File: config.mk
export PLATFORM = sky130hd
export DESIGN_NAME = mdu_seq_ctrl_flat
export DESIGN_NICKNAME = d
export VERILOG_FILES = /design/src/rtl/mips_pkg.sv /design/src/rtl/mdu_seq_ctrl_if.sv /design/src/rtl/mdu_iter_step.sv /design/src/rtl/mdu_seq_ctrl.sv /design/src/flat_wrapper.sv
export SDC_FILE = /design/constraint.sdc
export NUM_CORES = 1
export LEC_CHECK = 0
export BUFFER_PORTS_ARGS = -buffer_cell sky130_fd_sc_hd__buf_4
export CAP_MARGIN = 20
export CORE_AREA = 8 8 182 184
export CTS_BUF_LIST = sky130_fd_sc_hd__clkbuf_16
export DETAILED_ROUTE_END_ITERATION = 12
export DIE_AREA = 0 0 190 192
export GPL_TIMING_DRIVEN = 1
export PLACE_DENSITY = 0.78
export SETUP_SLACK_MARGIN = 0.15
export SLEW_MARGIN = 20
export SYNTH_ARGS = -nofsm -noshare
export SYNTH_HDL_FRONTEND = slang
export SYNTH_SLANG_ARGS = --single-unit
File: constraint.sdc
create_clock -name clk -period 3 [get_ports clk]
set_input_delay 0.3 -clock clk [delete_from_list [all_inputs] [get_ports clk]]
set_output_delay 0.3 -clock clk [all_outputs]
set_load 0.05 [all_outputs]
File: src/rtl/mips_pkg.sv
// rtl/mips_pkg.sv - shared MDU op encodings, state type and width default
package mips_pkg;

    localparam int XLEN_DEFAULT = 32;

    localparam logic [2:0] MDU_MULT  = 3'd0;
    localparam logic [2:0] MDU_MULTU = 3'd1;
    localparam logic [2:0] MDU_DIV   = 3'd2;
    localparam logic [2:0] MDU_DIVU  = 3'd3;
    localparam logic [2:0] MDU_MTHI  = 3'd4;
    localparam logic [2:0] MDU_MTLO  = 3'd5;

    typedef enum logic [1:0] {
        ST_IDLE = 2'd0,
        ST_CALC = 2'd1,
        ST_FIX  = 2'd2
    } mdu_state_t;

endpackage

File: src/rtl/mdu_seq_ctrl_if.sv
// rtl/mdu_seq_ctrl_if.sv - issue/result interface between pipeline and MDU
interface mdu_seq_ctrl_if #(parameter int XLEN = mips_pkg::XLEN_DEFAULT);
    logic            start;
    logic [2:0]      op;
    logic [XLEN-1:0] rs_val;
    logic [XLEN-1:0] rt_val;
    logic            flush;
    logic            busy;
    logic            done;
    logic [XLEN-1:0] hi;
    logic [XLEN-1:0] lo;

    modport master (output start, op, rs_val, rt_val, flush,
                    input  busy, done, hi, lo);
    modport slave  (input  start, op, rs_val, rt_val, flush,
                    output busy, done, hi, lo);
endinterface

File: src/rtl/mdu_iter_step.sv
// rtl/mdu_iter_step.sv - one radix-2 shift-add or restoring shift-subtract step
module mdu_iter_step #(
    parameter int XLEN = mips_pkg::XLEN_DEFAULT
) (
    input  logic              is_div,
    input  logic [2*XLEN-1:0] acc_in,
    input  logic [XLEN-1:0]   operand,
    output logic [2*XLEN-1:0] acc_out
);
    logic [XLEN:0] sum;
    logic [XLEN:0] diff;

    // Multiply: add operand into the upper half when the next multiplier bit is set, then shift right.
    // Divide: shift left, trial-subtract the divisor from the partial remainder, keep it if non-negative.
    always_comb begin
        sum  = {1'b0, acc_in[2*XLEN-1:XLEN]} + (acc_in[0] ? {1'b0, operand} : '0);
        diff = acc_in[2*XLEN-1:XLEN-1] - {1'b0, operand};
        if (is_div) begin
            if (diff[XLEN])
                acc_out = {acc_in[2*XLEN-2:0], 1'b0};
            else
                acc_out = {diff[XLEN-1:0], acc_in[XLEN-2:0], 1'b1};
        end else begin
            acc_out = {sum, acc_in[XLEN-1:1]};
        end
    end
endmodule

File: src/rtl/mdu_seq_ctrl.sv
// rtl/mdu_seq_ctrl.sv - iterative MULT/DIV sequencer owning HI/LO; option MDU_ZERO_SKIP_EN
module mdu_seq_ctrl
    import mips_pkg::*;
#(
    parameter int XLEN = XLEN_DEFAULT
) (
    input  logic          clk,
    input  logic          rst_n,
    mdu_seq_ctrl_if.slave bus
);
    localparam int CNT_W = $clog2(XLEN);

    mdu_state_t        state;
    logic [CNT_W-1:0]  count;
    logic [2*XLEN-1:0] acc;
    logic [2*XLEN-1:0] acc_step;
    logic [2*XLEN-1:0] prod_fix;
    logic [XLEN-1:0]   opb;
    logic [XLEN-1:0]   dividend;
    logic [XLEN-1:0]   hi_q;
    logic [XLEN-1:0]   lo_q;
    logic [XLEN-1:0]   res_hi;
    logic [XLEN-1:0]   res_lo;
    logic [XLEN-1:0]   mag_a;
    logic [XLEN-1:0]   mag_b;
    logic              is_div;
    logic              neg_res;
    logic              neg_rem;
    logic              div_zero;
    logic              done_q;
    logic              op_div;
    logic              op_signed;
    logic              sign_a;
    logic              sign_b;
    logic              skip;

    // Decode the issuing op and form operand magnitudes for the unsigned datapath.
    always_comb begin
        op_div    = (bus.op == MDU_DIV) || (bus.op == MDU_DIVU);
        op_signed = (bus.op == MDU_MULT) || (bus.op == MDU_DIV);
        sign_a    = op_signed && bus.rs_val[XLEN-1];
        sign_b    = op_signed && bus.rt_val[XLEN-1];
        mag_a     = sign_a ? ('0 - bus.rs_val) : bus.rs_val;
        mag_b     = sign_b ? ('0 - bus.rt_val) : bus.rt_val;
`ifdef MDU_ZERO_SKIP_EN
        skip      = op_div ? (bus.rt_val == '0) : ((bus.rs_val == '0) || (bus.rt_val == '0));
`else
        skip      = 1'b0;
`endif
    end

    mdu_iter_step #(.XLEN(XLEN)) u_step (
        .is_div  (is_div),
        .acc_in  (acc),
        .operand (opb),
        .acc_out (acc_step)
    );

    // Sign-correct the finished accumulator; divide by zero bypasses the datapath result.
    always_comb begin
        prod_fix = neg_res ? ('0 - acc) : acc;
        res_hi   = prod_fix[2*XLEN-1:XLEN];
        res_lo   = prod_fix[XLEN-1:0];
        if (is_div) begin
            if (div_zero) begin
                res_hi = dividend;
                res_lo = '1;
            end else begin
                res_lo = neg_res ? ('0 - acc[XLEN-1:0]) : acc[XLEN-1:0];
                res_hi = neg_rem ? ('0 - acc[2*XLEN-1:XLEN]) : acc[2*XLEN-1:XLEN];
            end
        end
    end

    // Sequencer: issue/MTHI/MTLO in IDLE, XLEN steps in CALC, HI/LO write and done pulse in FIX.
    always_ff @(posedge clk or negedge rst_n) begin
        if (!rst_n) begin
            state    <= ST_IDLE;
            count    <= '0;
            acc      <= '0;
            opb      <= '0;
            dividend <= '0;
            hi_q     <= '0;
            lo_q     <= '0;
            is_div   <= 1'b0;
            neg_res  <= 1'b0;
            neg_rem  <= 1'b0;
            div_zero <= 1'b0;
            done_q   <= 1'b0;
        end else begin
            done_q <= 1'b0;
            case (state)
                ST_IDLE: begin
                    if (bus.start && !bus.flush) begin
                        if (bus.op <= MDU_DIVU) begin
                            count    <= '0;
                            acc      <= skip ? '0 : {{XLEN{1'b0}}, mag_a};
                            opb      <= mag_b;
                            dividend <= bus.rs_val;
                            is_div   <= op_div;
                            neg_res  <= sign_a ^ sign_b;
                            neg_rem  <= sign_a;
                            div_zero <= op_div && (bus.rt_val == '0);
                            state    <= skip ? ST_FIX : ST_CALC;
                        end else if (bus.op == MDU_MTHI) begin
                            hi_q <= bus.rs_val;
                        end else if (bus.op == MDU_MTLO) begin
                            lo_q <= bus.rs_val;
                        end
                    end
                end
                ST_CALC: begin
                    if (bus.flush) begin
                        state <= ST_IDLE;
                    end else begin
                        acc   <= acc_step;
                        count <= count + CNT_W'(1);
                        if (count == CNT_W'(XLEN - 1))
                            state <= ST_FIX;
                    end
                end
                ST_FIX: begin
                    if (!bus.flush) begin
                        hi_q   <= res_hi;
                        lo_q   <= res_lo;
                        done_q <= 1'b1;
                    end
                    state <= ST_IDLE;
                end
                default: state <= ST_IDLE;
            endcase
        end
    end

    assign bus.busy = (state != ST_IDLE);
    assign bus.done = done_q;
    assign bus.hi   = hi_q;
    assign bus.lo   = lo_q;

endmodule

File: src/flat_wrapper.sv
// flat-port wrapper written by rule: the top's interface ports become plain ports
module mdu_seq_ctrl_flat import mips_pkg::*;
#(
    parameter int XLEN = XLEN_DEFAULT
)
  (clk, rst_n, bus_start, bus_op, bus_rs_val, bus_rt_val, bus_flush, bus_busy, bus_done, bus_hi, bus_lo);
  mdu_seq_ctrl_if #(.XLEN(XLEN)) bus_i ();
  input  logic clk;
  input  logic rst_n;
  input wire logic [$bits(bus_i.start)-1:0] bus_start;
  input wire logic [$bits(bus_i.op)-1:0] bus_op;
  input wire logic [$bits(bus_i.rs_val)-1:0] bus_rs_val;
  input wire logic [$bits(bus_i.rt_val)-1:0] bus_rt_val;
  input wire logic [$bits(bus_i.flush)-1:0] bus_flush;
  output wire logic [$bits(bus_i.busy)-1:0] bus_busy;
  output wire logic [$bits(bus_i.done)-1:0] bus_done;
  output wire logic [$bits(bus_i.hi)-1:0] bus_hi;
  output wire logic [$bits(bus_i.lo)-1:0] bus_lo;
  assign bus_i.start = bus_start;
  assign bus_i.op = bus_op;
  assign bus_i.rs_val = bus_rs_val;
  assign bus_i.rt_val = bus_rt_val;
  assign bus_i.flush = bus_flush;
  assign bus_busy = bus_i.busy;
  assign bus_done = bus_i.done;
  assign bus_hi = bus_i.hi;
  assign bus_lo = bus_i.lo;
  mdu_seq_ctrl #(.XLEN(XLEN)) u_core (.clk(clk), .rst_n(rst_n), .bus(bus_i));
endmodule
==> metrics <==
CTS tree yes; Hold Crit Depth 3; Slew @ Worst Pin between 0.9 and 1 ns; share of layout cells above drive strength 1 between 20% and 30%; fin nets ~2.7k; Initial Util a little under three fifths; post-layout worst setup margin -0.1630 ns; RR Startpoint u_core.acc[11]$_DFFE_PN0P_; IO Pins roughly 140; Root Driver clkbuf_16; most frequent cell after synthesis nand2_1; Arr. time, crit path around 3.7 ns; critical path class reg2reg; largest net degree at the start of global routing about 110; post-synthesis async set-or-reset flop share 100.0%; Syn Nets between 2k and 2.5k; post-synth cell types 73; hold crit path type in2reg; Worst R2R Setup Slack -0.16 ns; hold endpoint u_core.dividend[14]$_DFFE_PN0P_; number of synthesized flops with an enable pin 0; die width 190 um; WL/cell 22.28 um; Initial DRC Count about 1.7k; initial antenna violation count 0; HP Start bus_rs_val[14]; vias in the first global route between 15k and 20k; die height about 190 um; period utilization 105.4%; vias per cell approximately 6.3; top cells by count, synth nand2_1 (358), o21ai_0 (259), dfrtp_1 (204), nor2_1 (158), a21oi_1 (152); P&R area growth vs syn 36.22%; clk buf depth 3; Layout Skew between 0.02 and 0.025 ns; Max-cap violations 0; reg2reg end u_core.bus.hi[17]$_DFFE_PN0P_; cell taking the most area after synthesis dfrtp_1; CP Capture Type register; Final ANT Viol Nets 0; Yosys reg bits just over 200; cell leakage power 0.01021 uW; Synth Cell Area between 0.015 and 0.02 mm^2; post-synth top area share 30.57%; GRT Total Usage a little over a third; outcome finished with violations; die area between 0.03 and 0.04 mm^2; Clock Latency Late Sink ~0.57 ns; worst-case vdd ir drop around 0.00075 V; H-tree levels 1; Synth Instances around 2.2k; Total Power around 23000 uW; routed via count between 15k and 20k; highest clock rate 0.3162 GHz; Synth Flop Type dfrtp_1; Tmin final 3.163 ns; # rows 64; hpwl dp 46540 um; Port Buffers 136; CTS Sinks around 200; RSZ-0062 raised after global routing true; drt pass-1 iters 6; Max FO, Critical Path 4; sequential share of the synthesized area roughly 30%; drt total wl 66230 um; Syn Area/Cell between 7 and 8 um^2; pwr dens about 1000 mW/mm^2; Synth area leaders dfrtp_1 (31%), nand2_1 (8.0%), o21ai_0 (7.8%); CTS Buf Count 26; setup violators final 33; Ant. Diodes 0; critical path launch point type register; CTS clk-pin slew, worst paths approximately 0.060 ns; failing checks setup timing; Core ar. roughly 0.030 mm^2; # DRC 0; total congestion overflow 0; hold_ws about 0.015 ns; first-pass GRT wire length roughly 100000 um; Critical Path RT about 3.5 ns; relative slew slack roughly two fifths; gpl congestion around 0.96; Yosys warning total 0; final max-slew violation count 0; Hold Vio Cnt, Final 0; Worst Reg-to-Reg Cells 10; Layout Utilization between 70 and 80%
registers in the layout, indices dropped and copies added (netlist names):
signal           flops
u_core.div_zero      1
u_core.dividend     32
u_core.bus.done      1
u_core.neg_res       1
u_core.state         2
u_core.neg_rem       1
u_core.is_div        1
u_core.acc          64
u_core.count         5
u_core.opb          32
u_core.bus.hi       32
u_core.bus.lo       32
cell usage in the layout, fill, tap and decap left out, types with 9 or more instances in the layout:
cell type	n
o21ai_2	9
a31oi_1	11
nor2_2	13
a22oi_1	17
o211ai_1	34
ha_1	49
buf_12	13
or4_1	9
dlygate4sd3_1	9
inv_1	67
nand2b_1	12
nand2_1	354
nand4_1	10
xor2_1	84
nor3_1	43
o21a_1	11
nand3_2	10
nor2_4	11
mux2i_1	48
clkinv_1	9
o21ai_0	203
nor2_1	134
nand3_1	41
xnor2_1	100
dfrtp_1	201
o21ai_1	49
o31ai_1	15
o21bai_1	12
buf_6	23
o22ai_1	42
a211oi_1	17
clkbuf_16	26
a21oi_2	29
buf_4	437
nor4_1	13
or3_1	21
ha_4	18
a21o_1	32
a21oi_1	117
worst max path at each step:
stage | cells after the start | startpoint | slack (ns) | endpoint
finish | 10 | u_core.acc[11]$_DFFE_PN0P_ | -0.16 | u_core.bus.hi[17]$_DFFE_PN0P_
detailed placement | 14 | u_core.opb[0]$_DFFE_PN0P_ | -0.26 | u_core.acc[61]$_DFFE_PN0P_
global route | 21 | u_core.acc[31]$_DFFE_PN0P_ | -0.23 | u_core.acc[43]$_DFFE_PN0P_
CTS | 9 | u_core.acc[9]$_DFFE_PN0P_ | -0.09 | u_core.bus.hi[25]$_DFFE_PN0P_
global placement | 14 | u_core.opb[0]$_DFFE_PN0P_ | -0.19 | u_core.acc[61]$_DFFE_PN0P_
floorplan | 10 | u_core.acc[11]$_DFFE_PN0P_ | -0.07 | u_core.bus.hi[11]$_DFFE_PN0P_
worst max-delay path, stage by stage, from the launching register on:
cell and delay (ns):
dfrtp_1 0.38, or4_4 0.56, or4b_4 0.54, or3_4 0.37, or2_4 0.25, o31a_1 0.34
buf_4 0.16, a21oi_2 0.12, xnor2_1 0.14, mux2i_1 0.09, o21ai_1 0.14
layout make-up:
class / instances / area [um^2]
tap: 396 / 495.5
inverter: 70 / 269.0
multi-input combinational: 1768 / 12030
fill: 2225 / 7445
clock inverter: 21 / 180.2
timing repair buffer: 488 / 4004
sequential: 204 / 5111
clock buffer: 26 / 650.6
cell families (layout without fill, tap and decap cells):
| family | Yosys count | in the layout | share of synthesized area (%) |
|---|---|---|---|
| compound gates | 702 | 702 | 25.58 |
| xor+xnor | 189 | 189 | 9.914 |
| fa+ha+maj | 72 | 72 | 5.485 |
| buf+inv | 226 | 605 | 5.208 |
| flops | 204 | 204 | 30.57 |
| mux | 55 | 55 | 3.312 |
| simple gates | 750 | 750 | 19.93 |
where the power goes:
group          leakage, uW  total [uW]  internal, uW  switching [uW]
Sequential         0.00255        4160          3500             661
Combinational      0.00724       15400          6760            8670
Clock             0.000419        3140          1820            1310
Total               0.0102       22700         12100           10600
stage by stage:
step | setup TNS [ns] | std cells | area, um^2 | worst slack (ns)
floorplan | -0.1980 | 2198 | 16870 | -0.06975
global placement | -2.418 | 2846 | 19940 | -0.1925
detailed placement | -4.119 | 2846 | 19940 | -0.2593
CTS | -0.8128 | 2940 | 22000 | -0.08847
global route | -5.098 | 2973 | 22740 | -0.2337
finish | -2.402 | 2973 | 22740 | -0.1630
metal layers:
| metal | wire length (um) | up-vias | GRT usage, % |
|---|---|---|---|
| met5 | 0 | - | 0 |
| met4 | 4086 | 0 | 20.78 |
| met3 | 5795 | 246 | 4.521 |
| met2 | 31410 | 1082 | 58.05 |
| met1 | 24930 | 8869 | 42.31 |
| li1 | - | 8519 | - |
repair_timing:
item | 4_1_cts | 5_1_grt
endpoints found under the setup margin | 67 | 72
buffers inserted | 36 | 33
pin swaps | 121 | 92
hold buffers | 9 | 0
gates resized for setup | 209 | 110
gates cloned | 2 | 0
endpoints found under the hold margin | 56 | 0
Power figures use the tool's default switching activity.
